===== config.mk =====
export PLATFORM = sky130hd
export DESIGN_NAME = arith_sequencer
export DESIGN_NICKNAME = d
export VERILOG_FILES = /design/src/rtl/arith_sequencer_pkg.sv /design/src/rtl/arith_sequencer_step.sv /design/src/rtl/arith_sequencer.sv
export SDC_FILE = /design/constraint.sdc
export NUM_CORES = 1
export LEC_CHECK = 0
export BUFFER_PORTS_ARGS = -buffer_cell sky130_fd_sc_hd__buf_2
export CAP_MARGIN = 20
export CORE_ASPECT_RATIO = 0.6
export CORE_MARGIN = 4
export CORE_UTILIZATION = 33
export CTS_BUF_LIST = sky130_fd_sc_hd__clkbuf_8
export DETAILED_ROUTE_END_ITERATION = 10
export HOLD_SLACK_MARGIN = 0.03
export PLACE_DENSITY = 0.6
export SYNTH_ARGS = -nofsm -noshare
export SYNTH_HDL_FRONTEND = slang
export SYNTH_SLANG_ARGS = --single-unit

===== constraint.sdc =====
create_clock -name clk -period 3.24 [get_ports clk]
set_input_delay 0.81 -clock clk [delete_from_list [all_inputs] [get_ports clk]]
set_output_delay 0.81 -clock clk [all_outputs]
set_load 0.01 [all_outputs]

===== src/rtl/arith_sequencer_pkg.sv =====
// Shared encodings for the arithmetic command sequencer.
// Op codes match the existing add/inc/sub/dec datapath.
package arith_sequencer_pkg;

    localparam logic [1:0] OP_ADD = 2'b00;
    localparam logic [1:0] OP_INC = 2'b01;
    localparam logic [1:0] OP_SUB = 2'b10;
    localparam logic [1:0] OP_DEC = 2'b11;

    localparam logic [1:0] S_IDLE = 2'b00;
    localparam logic [1:0] S_EXEC = 2'b01;
    localparam logic [1:0] S_DONE = 2'b10;

    function automatic logic op_is_sub(input logic [1:0] op);
        return (op == OP_SUB) || (op == OP_DEC);
    endfunction

endpackage


===== src/rtl/arith_sequencer_step.sv =====
// One combinational accumulator step: acc op B -> {carry, result}.
// ARITH_SEQ_OVF_EN adds the signed-overflow output.
module arith_step
    import arith_sequencer_pkg::*;
#(
    parameter int WIDTH = 8
) (
    input  logic [WIDTH-1:0] acc,
    input  logic [WIDTH-1:0] b,
    input  logic [1:0]       op,
    output logic [WIDTH-1:0] result,
    output logic             carry
`ifdef ARITH_SEQ_OVF_EN
    ,
    output logic             overflow
`endif
);

    logic [WIDTH-1:0] opnd;
    logic [WIDTH:0]   sum;
    logic [WIDTH:0]   dif;
    logic             sub;

    always_comb begin
        sub  = op_is_sub(op);
        opnd = ((op == OP_INC) || (op == OP_DEC)) ? WIDTH'(1) : b;
        sum  = {1'b0, acc} + {1'b0, opnd};
        dif  = {1'b0, acc} - {1'b0, opnd};
        // top bit of the widened difference is the unsigned borrow
        result = sub ? dif[WIDTH-1:0] : sum[WIDTH-1:0];
        carry  = sub ? dif[WIDTH] : sum[WIDTH];
    end

`ifdef ARITH_SEQ_OVF_EN
    always_comb begin
        overflow = (result[WIDTH-1] != acc[WIDTH-1]) &&
                   (sub ? (acc[WIDTH-1] != opnd[WIDTH-1])
                        : (acc[WIDTH-1] == opnd[WIDTH-1]));
    end
`endif

endmodule


===== src/rtl/arith_sequencer.sv =====
// Multi-cycle add/inc/sub/dec command sequencer with sticky flags.
// Define ARITH_SEQ_OVF_EN to add the rsp_overflow output.
module arith_sequencer
    import arith_sequencer_pkg::*;
#(
    parameter int WIDTH = 8,
    parameter int CNT_W = 4
) (
    input  logic             clk,
    input  logic             rst,
    input  logic             cmd_valid,
    output logic             cmd_ready,
    input  logic [1:0]       cmd_op,
    input  logic             cmd_load,
    input  logic [WIDTH-1:0] cmd_a,
    input  logic [WIDTH-1:0] cmd_b,
    input  logic [CNT_W-1:0] cmd_count,
    output logic             rsp_valid,
    input  logic             rsp_ready,
    output logic [WIDTH-1:0] rsp_result,
    output logic             rsp_carry,
    output logic             rsp_zero,
    output logic             busy
`ifdef ARITH_SEQ_OVF_EN
    ,
    output logic             rsp_overflow
`endif
);

    logic [1:0]       state_q, state_d;
    logic [WIDTH-1:0] acc_q, acc_d;
    logic [WIDTH-1:0] b_q, b_d;
    logic [1:0]       op_q, op_d;
    logic [CNT_W-1:0] cnt_q, cnt_d;
    logic             carry_q, carry_d;
    logic [WIDTH-1:0] step_res;
    logic             step_c;
`ifdef ARITH_SEQ_OVF_EN
    logic             ovf_q, ovf_d;
    logic             step_ovf;
`endif

    arith_step #(.WIDTH(WIDTH)) u_step (
        .acc     (acc_q),
        .b       (b_q),
        .op      (op_q),
        .result  (step_res),
        .carry   (step_c)
`ifdef ARITH_SEQ_OVF_EN
        ,
        .overflow(step_ovf)
`endif
    );

    always_comb begin
        state_d = state_q;
        acc_d   = acc_q;
        b_d     = b_q;
        op_d    = op_q;
        cnt_d   = cnt_q;
        carry_d = carry_q;
`ifdef ARITH_SEQ_OVF_EN
        ovf_d   = ovf_q;
`endif
        case (state_q)
            S_IDLE: begin
                if (cmd_valid) begin
                    op_d    = cmd_op;
                    b_d     = cmd_b;
                    cnt_d   = cmd_count;
                    carry_d = 1'b0;
`ifdef ARITH_SEQ_OVF_EN
                    ovf_d   = 1'b0;
`endif
                    if (cmd_load) acc_d = cmd_a;
                    state_d = (cmd_count != '0) ? S_EXEC : S_DONE;
                end
            end
            S_EXEC: begin
                acc_d   = step_res;
                carry_d = carry_q | step_c;
`ifdef ARITH_SEQ_OVF_EN
                ovf_d   = ovf_q | step_ovf;
`endif
                cnt_d   = cnt_q - 1'b1;
                if (cnt_q == CNT_W'(1)) state_d = S_DONE;
            end
            S_DONE: begin
                if (rsp_ready) state_d = S_IDLE;
            end
            default: state_d = S_IDLE;
        endcase
    end

    always_ff @(posedge clk) begin
        if (rst) begin
            state_q <= S_IDLE;
            acc_q   <= '0;
            b_q     <= '0;
            op_q    <= OP_ADD;
            cnt_q   <= '0;
            carry_q <= 1'b0;
`ifdef ARITH_SEQ_OVF_EN
            ovf_q   <= 1'b0;
`endif
        end else begin
            state_q <= state_d;
            acc_q   <= acc_d;
            b_q     <= b_d;
            op_q    <= op_d;
            cnt_q   <= cnt_d;
            carry_q <= carry_d;
`ifdef ARITH_SEQ_OVF_EN
            ovf_q   <= ovf_d;
`endif
        end
    end

    assign cmd_ready  = (state_q == S_IDLE) && !rst;
    assign rsp_valid  = (state_q == S_DONE);
    assign busy       = (state_q != S_IDLE);
    assign rsp_result = acc_q;
    assign rsp_carry  = carry_q;
    assign rsp_zero   = (acc_q == '0);
`ifdef ARITH_SEQ_OVF_EN
    assign rsp_overflow = ovf_q;
`endif

endmodule


### Word-level counts from Yosys, hierarchy flattened

Index checks and enable logic that the tools add are counted.

| storage, ports and cells | value |
|---|---|
| register bits | 25 |
| output and inout bits | 13 |
| logic and storage cells | 48 |

| cells by class | value |
|---|---|
| add/subtract/negate cells | 3 |
| eq/ne operators | 10 |
| muxes and demuxes | 15 |
| bitwise gates (word level) | 1 |
| reduce and logical (&&, ||, !) cells | 13 |

Operator list:

| operator | count |
|---|---|
| $mux 8 | 4 |
| $pmux 8 s2 | 1 |
| $add 8x8->9 | 1 |
| $sub 8x8->9 | 1 |
| $logic_not 8->1 | 1 |
| $mux 2 | 4 |
| $pmux 4 s2 | 1 |
| $eq 2x2->1 const B | 3 |
| $ne 2x2->1 const B | 3 |
| $pmux 2 s3 | 1 |
| $reduce_and 3->1 | 2 |
| $eq 2x1->1 const B | 2 |
| $eq 4x1->1 const B | 1 |
| $mux 4 | 1 |
| $reduce_and 2->1 | 2 |
| $reduce_bool 2->1 | 2 |
| $reduce_bool 4->1 | 1 |
| $sub 4x1->4 const B | 1 |
| $logic_not 2->1 | 1 |
| $logic_or 1x1->1 | 2 |
| $mux 1 | 2 |
| $ne 2x1->1 const B | 1 |
| $pmux 1 s2 | 1 |
| $logic_and 1x1->1 | 1 |
| other kinds (2) | 2 |

### Longest topological paths before layout

Gate-level depths: netlist of the first run.

| depth | value |
|---|---|
| word-level depth | 7 |
| gate-level depth with buffers | 10 |
| mapped depth without buffers | 10 |

### Cells and area by module

From an unflattened synthesis of the first run, not the netlist that was laid out.

| unflattened totals | value |
|---|---|
| cells, all modules | 234 |
| area, all modules | 1966.9 um^2 |

By module, submodules not included:

| module | times used | cells each | area each (um^2) | seq. area each (um^2) |
|---|---|---|---|---|
| arith_sequencer | 1 | 126 | 1186.1 | 500.5 |
| arith_step | 1 | 108 | 780.7 | 0.0 |

### Worst setup path before layout of the first run

OpenSTA, ideal clock, no wires.

| path | value |
|---|---|
| kind | input -> output |
| start point | input rst |
| end point | output cmd_ready |
| arrival | 1.458 ns |
| slack | 0.972 ns |
| stages on the path | 3 |
| buffers on the path | 2 |
| cells stage by stage | clkbuf_1 > clkbuf_1 > nor2_1 |

| between the ends | value |
|---|---|
| longest elaborated chain between the ends | 2 |

RTL lines:

| item | line | RTL |
|---|---|---|
| start: declaration | arith_sequencer.sv:10 | `input logic rst,` |
| $logic_not 1->1 | arith_sequencer.sv:119 | `assign cmd_ready = (state_q == S_IDLE) && !rst;` |
| $logic_and 1x1->1 | arith_sequencer.sv:119 |  |
| end: declaration | arith_sequencer.sv:12 | `output logic cmd_ready,` |

Every way passes these cells.

### Final worst setup path of the first run

| path | value |
|---|---|
| start point | register op_q[0] |
| end point | register acc_q[6], in the netlist rsp_result[6] |

| between the ends | value |
|---|---|
| longest elaborated chain between the ends | 6 |
| elaborated cells on any way between the ends | 10 |

RTL lines:

| item | line | RTL |
|---|---|---|
| start: declaration | arith_sequencer.sv:33 | `logic [1:0] op_q, op_d;` |
| start signal: assignment | arith_sequencer.sv:110 | `op_q <= op_d;` |
| $eq 2x1->1 or $eq 2x2->1 (tied branches) | arith_sequencer_step.sv:26, arith_sequencer_pkg.sv:15 |  |
| $logic_or 1x1->1 | arith_sequencer_step.sv:26 | `opnd = ((op == OP_INC) \|\| (op == OP_DEC)) ? WIDTH'(1) : b;` |
| $mux 8 | arith_sequencer_step.sv:26 |  |
| $add 8x8->9 or $sub 8x8->9 (tied branches) | arith_sequencer_step.sv:27, arith_sequencer_step.sv:28 |  |
| $mux 8 (*) | arith_sequencer_step.sv:30 | `result = sub ? dif[WIDTH-1:0] : sum[WIDTH-1:0];` |
| $pmux 8 s2 (*) | arith_sequencer.sv:65 | `case (state_q)` |
| end signal: assignment | arith_sequencer.sv:98 | `acc_q <= '0;` |
| end signal: assignment | arith_sequencer.sv:108 | `acc_q <= acc_d;` |
| end: declaration | arith_sequencer.sv:31 | `logic [WIDTH-1:0] acc_q, acc_d;` |

Every way passes the cells marked *; elsewhere a longest branch is shown, timed or not.
A chain may end at the register's enable or synchronous reset.

==> results of run 1 <==
==> cell usage after synthesis, types with 2 or more instances <==
cell | count | area [µm²]
a21oi_1 | 26 | 130
nand2_1 | 26 | 97.6
dfxtp_1 | 25 | 500
ha_1 | 20 | 250
nor2_1 | 19 | 71.3
inv_1 | 18 | 67.6
a211oi_1 | 12 | 90.1
nand2b_1 | 9 | 56.3
nor2b_1 | 9 | 56.3
clkbuf_1 | 8 | 30.0
o21ai_0 | 8 | 40.0
mux2i_1 | 7 | 70.1
nand3_1 | 5 | 25.0
o21bai_1 | 4 | 30.0
or4_1 | 3 | 22.5
xnor2_1 | 3 | 26.3
a21o_1 | 2 | 15.0
and3b_1 | 2 | 17.5
fa_1 | 2 | 40.0
nor3_1 | 2 | 10.0
nor4_1 | 2 | 12.5
o211ai_1 | 2 | 15.0
o21a_1 | 2 | 15.0
xor2_1 | 2 | 17.5
==> cells by family after synthesis <==
| family | after synthesis | share of synthesized area |
|---|---|---|
| simple gates | 81 | 0.221 |
| compound gates | 67 | 0.232 |
| buf+inv | 28 | 0.0630 |
| flops | 25 | 0.268 |
| fa+ha+maj | 22 | 0.155 |
| mux | 7 | 0.0375 |
| xor+xnor | 5 | 0.0235 |
==> power groups by stage <==
stage / Sequential [W] / Combinational, W / Clock, W
floorplan: 0.000382 / 0.000270 / 0
global placement: 0.000392 / 0.000372 / 0
CTS: 0.000385 / 0.000376 / 0.000199
global route: 0.000391 / 0.000424 / 0.000213
finish: 0.000384 / 0.000374 / 0.000192
detailed placement: 0.000392 / 0.000372 / 0
==> metal layers <==
layer | vias to the layer above | wire [µm]
met2 | 41 | 1820
met3 | 0 | 274
met1 | 756 | 2660
met4 | 0 | 0
li1 | 889 | -
met5 | - | 0
==> worst max-delay path, stage by stage (launching register included) <==
cell and delay (ns):
dfxtp_1 0.37, or2_2 0.33, ha_1 0.21, fa_1 0.41
nor2b_1 0.17, o21bai_1 0.11, a21oi_1 0.21, and3b_1 0.20
o31a_1 0.26
==> state kept, by name (all words and copies together), names as in the netlist <==
signal and cells:
b_q 8, cnt_q 4, op_q 2, state_q 2, rsp_carry 1, rsp_result 8
==> through the flow <==
step,power [W],instances,setup WS (ns)
2_1_floorplan,0.000652,235,0.972
3_3_place_gp,0.000764,333,0.939
3_5_place_dp,0.000764,333,0.924
4_1_cts,0.000959,337,0.886
5_1_grt,0.00103,337,0.674
6_report,0.000950,337,0.873
==> final timing paths <==
| kind | slack, ns | end | startpoint | cells past startpoint |
|---|---|---|---|---|
| hold reg to reg | 0.45 | b_q[0] | b_q[0] | 2 |
| hold / removal | 0.45 | b_q[0] | b_q[0] | 2 |
| setup / recovery | 0.87 | rsp_result[6] | op_q[0] | 8 |
| setup reg to reg | 0.87 | rsp_result[6] | op_q[0] | 8 |
==> final cells by class <==
class / count / area [µm²] / share of cell area
Timing Repair Buffer: 42 / 218 / 0.101
Sequential cell: 25 / 500 / 0.231
Clock buffer: 3 / 41.3 / 0.0191
Multi-Input combinational cell: 182 / 1250 / 0.577
Clock inverter: 1 / 7.51 / 0.00347
Tap cell: 66 / 82.6 / 0.0381
Inverter: 18 / 67.6 / 0.0312
==> metrics.md, run 1 <==
| Metric | Value |
|---|---|
| Status | finished clean |
| Final design utilization | 0.412 |
| Worst setup SP type | flip-flop |
| Sw power | around 0.00036 W |
| WL final | ~4800 µm |
| Slew HR | 0.587 |
| CTS Buf Count | 3 |
| Pwr dens | approximately 440 nW/µm² |
| Synth Cell Area | 1870 µm² |
| EDFF count, synth | 0 |
| M1 GR Usage | 0.226 |
| Ports | 40 |
| Pin count of the biggest net entering global routing | 27 |
| Worst-path fanout max | 9 |
| Seq cells post-synth | 25 |
| Fillers | 573 |
| WHS | 0.454 ns |
| Combinational Power Share | 0.394 |
| H-tree depth | 1 |
| RSZ-0062 raised after global routing | no |
| Clk_skew | approximately 0.0038 ns |
| Max-Cap Viols | 0 |
| Kind of critical path | flip-flop to flip-flop |
| Fraction of layout cells with a size suffix above 1 | 0.188 |
| DR vias/cell | 5.00 |
| Routed wire per std cell | ~14 µm |
| CTS tree | built |
| Seq/Total Area, Yosys | 0.268 |
| Minimum clock period | 2.37 ns |
| Clk root buf | clkbuf_8 |
| Post-CTS Setup Inserts | 0 |
| Met2 GRT Util | 0.200 |
| Internal power | a little under 0.0006 W |
| Synth Instances | ~240 |
| Total negative setup slack | 0 ns |
| Congestion Overflow GR | 0 |
| First-pass GRT wire length | just over 8000 µm |
| Clock tree buffer depth | 2 |
| GRT Overall Usage | 0.143 |
| Commonest non-fill, non-tap cell in the layout | buf_2 |
| DRC | 0 |
| Final hold violations | 0 |
| Post-CTS Hold Buffers | 0 |
| Final GP Congestion | roughly 0.84 |
| Sequential share of power | 0.404 |
| DR vias | between 1,500 and 2,000 |
| Initial antenna violation count | 0 |
| Ys async rst share | 0 |
| Die ar. | between 6000 and 7000 µm² |
| Syn avg cell area | around 7.9 µm² |
| Least-Margin Pin Slew | approximately 0.62 ns |
| Warnings, synthesis | 0 |
| Most frequent cells in the layout | buf_2 (39), nand2_1 (26), a21oi_1 (26) |
| Highest Clock Rate | between 400 and 500 MHz |
| Dominant synthesized flop cell | dfxtp_1 |
| CP Capture Type | flip-flop |
| Worst-Skew Late Latency | 0.27 ns |
| Sw frac | 0.376 |
| Final Net Count | roughly 320 |
| CTS resizes | 0 |
| VDD IR-drop max | between 150 and 200 µV |
| Grt met3 use | 0.0312 |
| Antenna Cells | 0 |
| Hold WC Path Type | flip-flop to flip-flop |
| Die span in y | ~66 µm |
| Net count after synthesis | between 200 and 300 |
| Critical path data arrival time | roughly 2.5 ns |
| Clock share of power | 0.202 |
| Port bufs | 39 |
| Initial DRT Pass Iterations | 4 |
| Final ANT Viol Nets | 0 |
| Syn-to-layout area delta | 16.0% |
| Reg clk slew, reported paths | ~0.09 ns |
| Clock sink count | 25 |
| Period utilization | 0.730 |
| Vias in the first global route | 1,591 |
| Area after DPL | between 2000 and 2500 µm² |
| Initial Util | 0.355 |
| GRT busiest layer | met1 |
| Core Area | 5260 µm² |
| Setup Viol. Count Final | 0 |
| Slew Viols, Final | 0 |
| DP HPWL | ~3900 µm |
| Row count | 20 |
| Final Instance Area | about 2200 µm² |
| Iteration-0 DRC count of the detailed router | 55 |
| Die Wd | roughly 110 µm |
| Worst path required time | 3.41 ns |
| Post-synth cell types | 41 |
| Leak | roughly 1.0 nW |
Power figures use the tool's default switching activity.
==> inputs of run 2 (changes only) <==
Settings changed: PLACE_DENSITY 0.6 to 0.62.
Clock period 3.24 ns to 2 ns, I/O delays scaled along.
==> metrics.md, run 2 (synthesized netlist as in run 1, its figures left out) <==
| Metric | Value |
|---|---|
| Status | complete, but fails checks (was finished clean) |
| Failing checks | negative setup slack |
| Final design utilization | 0.462 (was 0.412) |
| Hold WC Path Type | input pin to flip-flop (was flip-flop to flip-flop) |
| Die Wd | 105 µm (unchanged) |
| CTS Buf Count | 3 (unchanged) |
| Vias in the first global route | 1,775 (was 1,591) |
| Clk_skew | 0.00318 ns (was 0.00382 ns) |
| Slew Viols, Final | 0 (unchanged) |
| Antenna Cells | 0 (unchanged) |
| Pwr dens | 707 nW/µm² (was 439 nW/µm²) |
| DRC | 0 (unchanged) |
| Sequential share of power | 0.364 (was 0.404) |
| Row count | 20 (unchanged) |
| Placed cells | 352 (was 333) |
| Clock share of power | 0.184 (was 0.202) |
| Final ANT Viol Nets | 0 (unchanged) |
| Iteration-0 DRC count of the detailed router | 61 (was 55) |
| Kind of critical path | flip-flop to flip-flop (unchanged) |
| Internal power | 0.00107 W (was 0.000593 W) |
| Setup Viol. Count Final | 7 (was 0) |
| VDD IR-drop max | 289 µV (was 171 µV) |
| Final Net Count | 343 (was 321) |
| H-tree depth | 1 (unchanged) |
| First-pass GRT wire length | 8740 µm (was 8120 µm) |
| Port bufs | 39 (unchanged) |
| Most frequent cells in the layout | buf_2 (39), nand2_1 (26), buf_4 (25) (was buf_2 (39), nand2_1 (26), a21oi_1 (26)) |
| GRT Overall Usage | 0.156 (was 0.143) |
| Max-Cap Viols | 0 (unchanged) |
| DR vias/cell | 5.04 (was 5.00) |
| Final WS setup | -0.120 ns (was 0.873 ns) |
| Least-Margin Pin Slew | 0.657 ns (was 0.619 ns) |
| Highest Clock Rate | 472 MHz (was 423 MHz) |
| Core Area | 5260 µm² (unchanged) |
| Worst-Skew Late Latency | 0.28 ns (was 0.27 ns) |
| CP Capture Type | flip-flop (unchanged) |
| Initial DRT Pass Iterations | 4 (unchanged) |
| Clock tree buffer depth | 2 (unchanged) |
| Initial antenna violation count | 0 (unchanged) |
| Leak | 1.13 nW (was 1.01 nW) |
| Clk root buf | clkbuf_8 (unchanged) |
| Routed wire per std cell | 14.7 µm (was 14.1 µm) |
| Ports | 40 (unchanged) |
| CP Cell Sequence | or2_4 > ha_4 > fa_2 > nor2b_2 > o21bai_1 > a21oi_2 > and3b_1 > o31a_1 (was or2_2 > ha_1 > fa_1 > nor2b_1 > o21bai_1 > a21oi_1 > and3b_1 > o31a_1) |
| DP HPWL | 4120 µm (was 3870 µm) |
| WL final | 5260 µm (was 4760 µm) |
| Initial Util | 0.355 (unchanged) |
| Reg clk slew, reported paths | 0.09 ns (about the same) |
| Slew HR | 0.562 (was 0.587) |
| CTS tree | built (unchanged) |
| Sw frac | 0.375 (was 0.376) |
| Worst-path fanout max | 8 (was 9) |
| Final hold violations | 0 (unchanged) |
| Final cell count without fillers | 359 (was 337) |
| Combinational Power Share | 0.452 (was 0.394) |
| Die ar. | 6960 µm² (unchanged) |
| Congestion Overflow GR | 0 (unchanged) |
| CP peak stage delay | 0.37 ns (was 0.41 ns) |
| Die span in y | 66.3 µm (unchanged) |
| Clock sink count | 25 (unchanged) |
| Syn-to-layout area delta | 30.0% (was 16.0%) |
| Period utilization | 1.06 (was 0.730) |
| Sw power | 0.000642 W (was 0.000357 W) |
| Pin count of the biggest net entering global routing | 27 (unchanged) |
| Fraction of layout cells with a size suffix above 1 | 0.311 (was 0.188) |
| Total negative setup slack | -0.425 ns (was 0 ns) |
| Commonest non-fill, non-tap cell in the layout | buf_2 (unchanged) |
| Critical path data arrival time | 2.30 ns (was 2.54 ns) |
| Worst setup SP type | flip-flop (unchanged) |
| Fillers | 536 (was 573) |
| RSZ-0062 raised after global routing | yes (was no) |
| DR vias | 1,809 (was 1,686) |
| Post-CTS Hold Buffers | 0 (unchanged) |
| Minimum clock period | 2.12 ns (was 2.37 ns) |
| Final GP Congestion | 0.849 (was 0.843) |
| Worst path required time | 2.18 ns (was 3.41 ns) |
| Max stage delay cell, worst path | dfxtp_4 (was fa_1) |
==> run 2: cell types whose count changed in the layout (fill, tap and decap cells not counted), moves of 3 or more <==
cell	change
a21oi_2	+3
buf_4	+22
ha_1	-4
a21oi_1	-3
o21ai_1	+3
o21ai_0	-3
ha_4	+3
==> run 2: path summary, 6_finish.rpt <==
check             slack, ns            end  cells past startpoint     start
hold / removal         0.45         b_q[1]                      3  cmd_b[1]
setup reg to reg      -0.12  rsp_result[6]                      8   op_q[0]
setup / recovery      -0.12  rsp_result[6]                      8   op_q[0]
hold reg to reg        0.46         b_q[0]                      2    b_q[0]
==> run 2: power groups by stage <==
| stage | combinational [W] | clock [W] | sequential (W) |
|---|---|---|---|
| after floorplan | 0.000441 | 0 | 0.000619 |
| after global placement | 0.000686 | 0 | 0.000629 |
| after detailed placement | 0.000689 | 0 | 0.000630 |
| after CTS | 0.000752 | 0.000321 | 0.000621 |
| after global routing | 0.000860 | 0.000343 | 0.000633 |
| final | 0.000775 | 0.000316 | 0.000623 |
==> run 2: cell type report <==
cell class	count	area, µm²	area share
flip-flops and latches	25	504	0.208
well taps	66	82.6	0.0340
multi-input cells	182	1340	0.553
clock buffers	3	41.3	0.0170
clock inverters	1	5.00	0.00206
inverters	18	67.6	0.0278
repair buffers	64	383	0.158
==> run 2: metal layers <==
layer  GRT usage  vias up  part of all wire
li1            -      936                 -
met5           0        -                 0
met1       0.232      831              0.55
met3      0.0380        4             0.054
met2       0.235       38              0.39
met4      0.0115        0            0.0040
==> run 2: per-stage QoR <==
| step | area, µm² | worst slack [ns] | hold WS [ns] | power, W |
|---|---|---|---|---|
| finish | 2430 | -0.120 | 0.448 | 0.00171 |
| global route | 2430 | -0.249 | 0.452 | 0.00184 |
| CTS | 2400 | -0.135 | 0.448 | 0.00169 |
| detailed placement | 2270 | -0.203 | 0.448 | 0.00132 |
| global placement | 2270 | -0.131 | 0.447 | 0.00131 |
| floorplan | 1880 | 0.00408 | 0.436 | 0.00106 |
==> run 2: worst max-delay path, delay by kind of cell, from the launching register on <==
family	cells	cell delay [ns]
compound gates	3	0.52
simple gates	3	0.60
fa+ha+maj	2	0.53
flops	1	0.37
==> run 2: timing repair <==
action,4_1_cts,5_1_grt
gates resized for setup,18,6
setup buffers,2,1
pin swaps,12,5
endpoints found under the setup margin,6,8
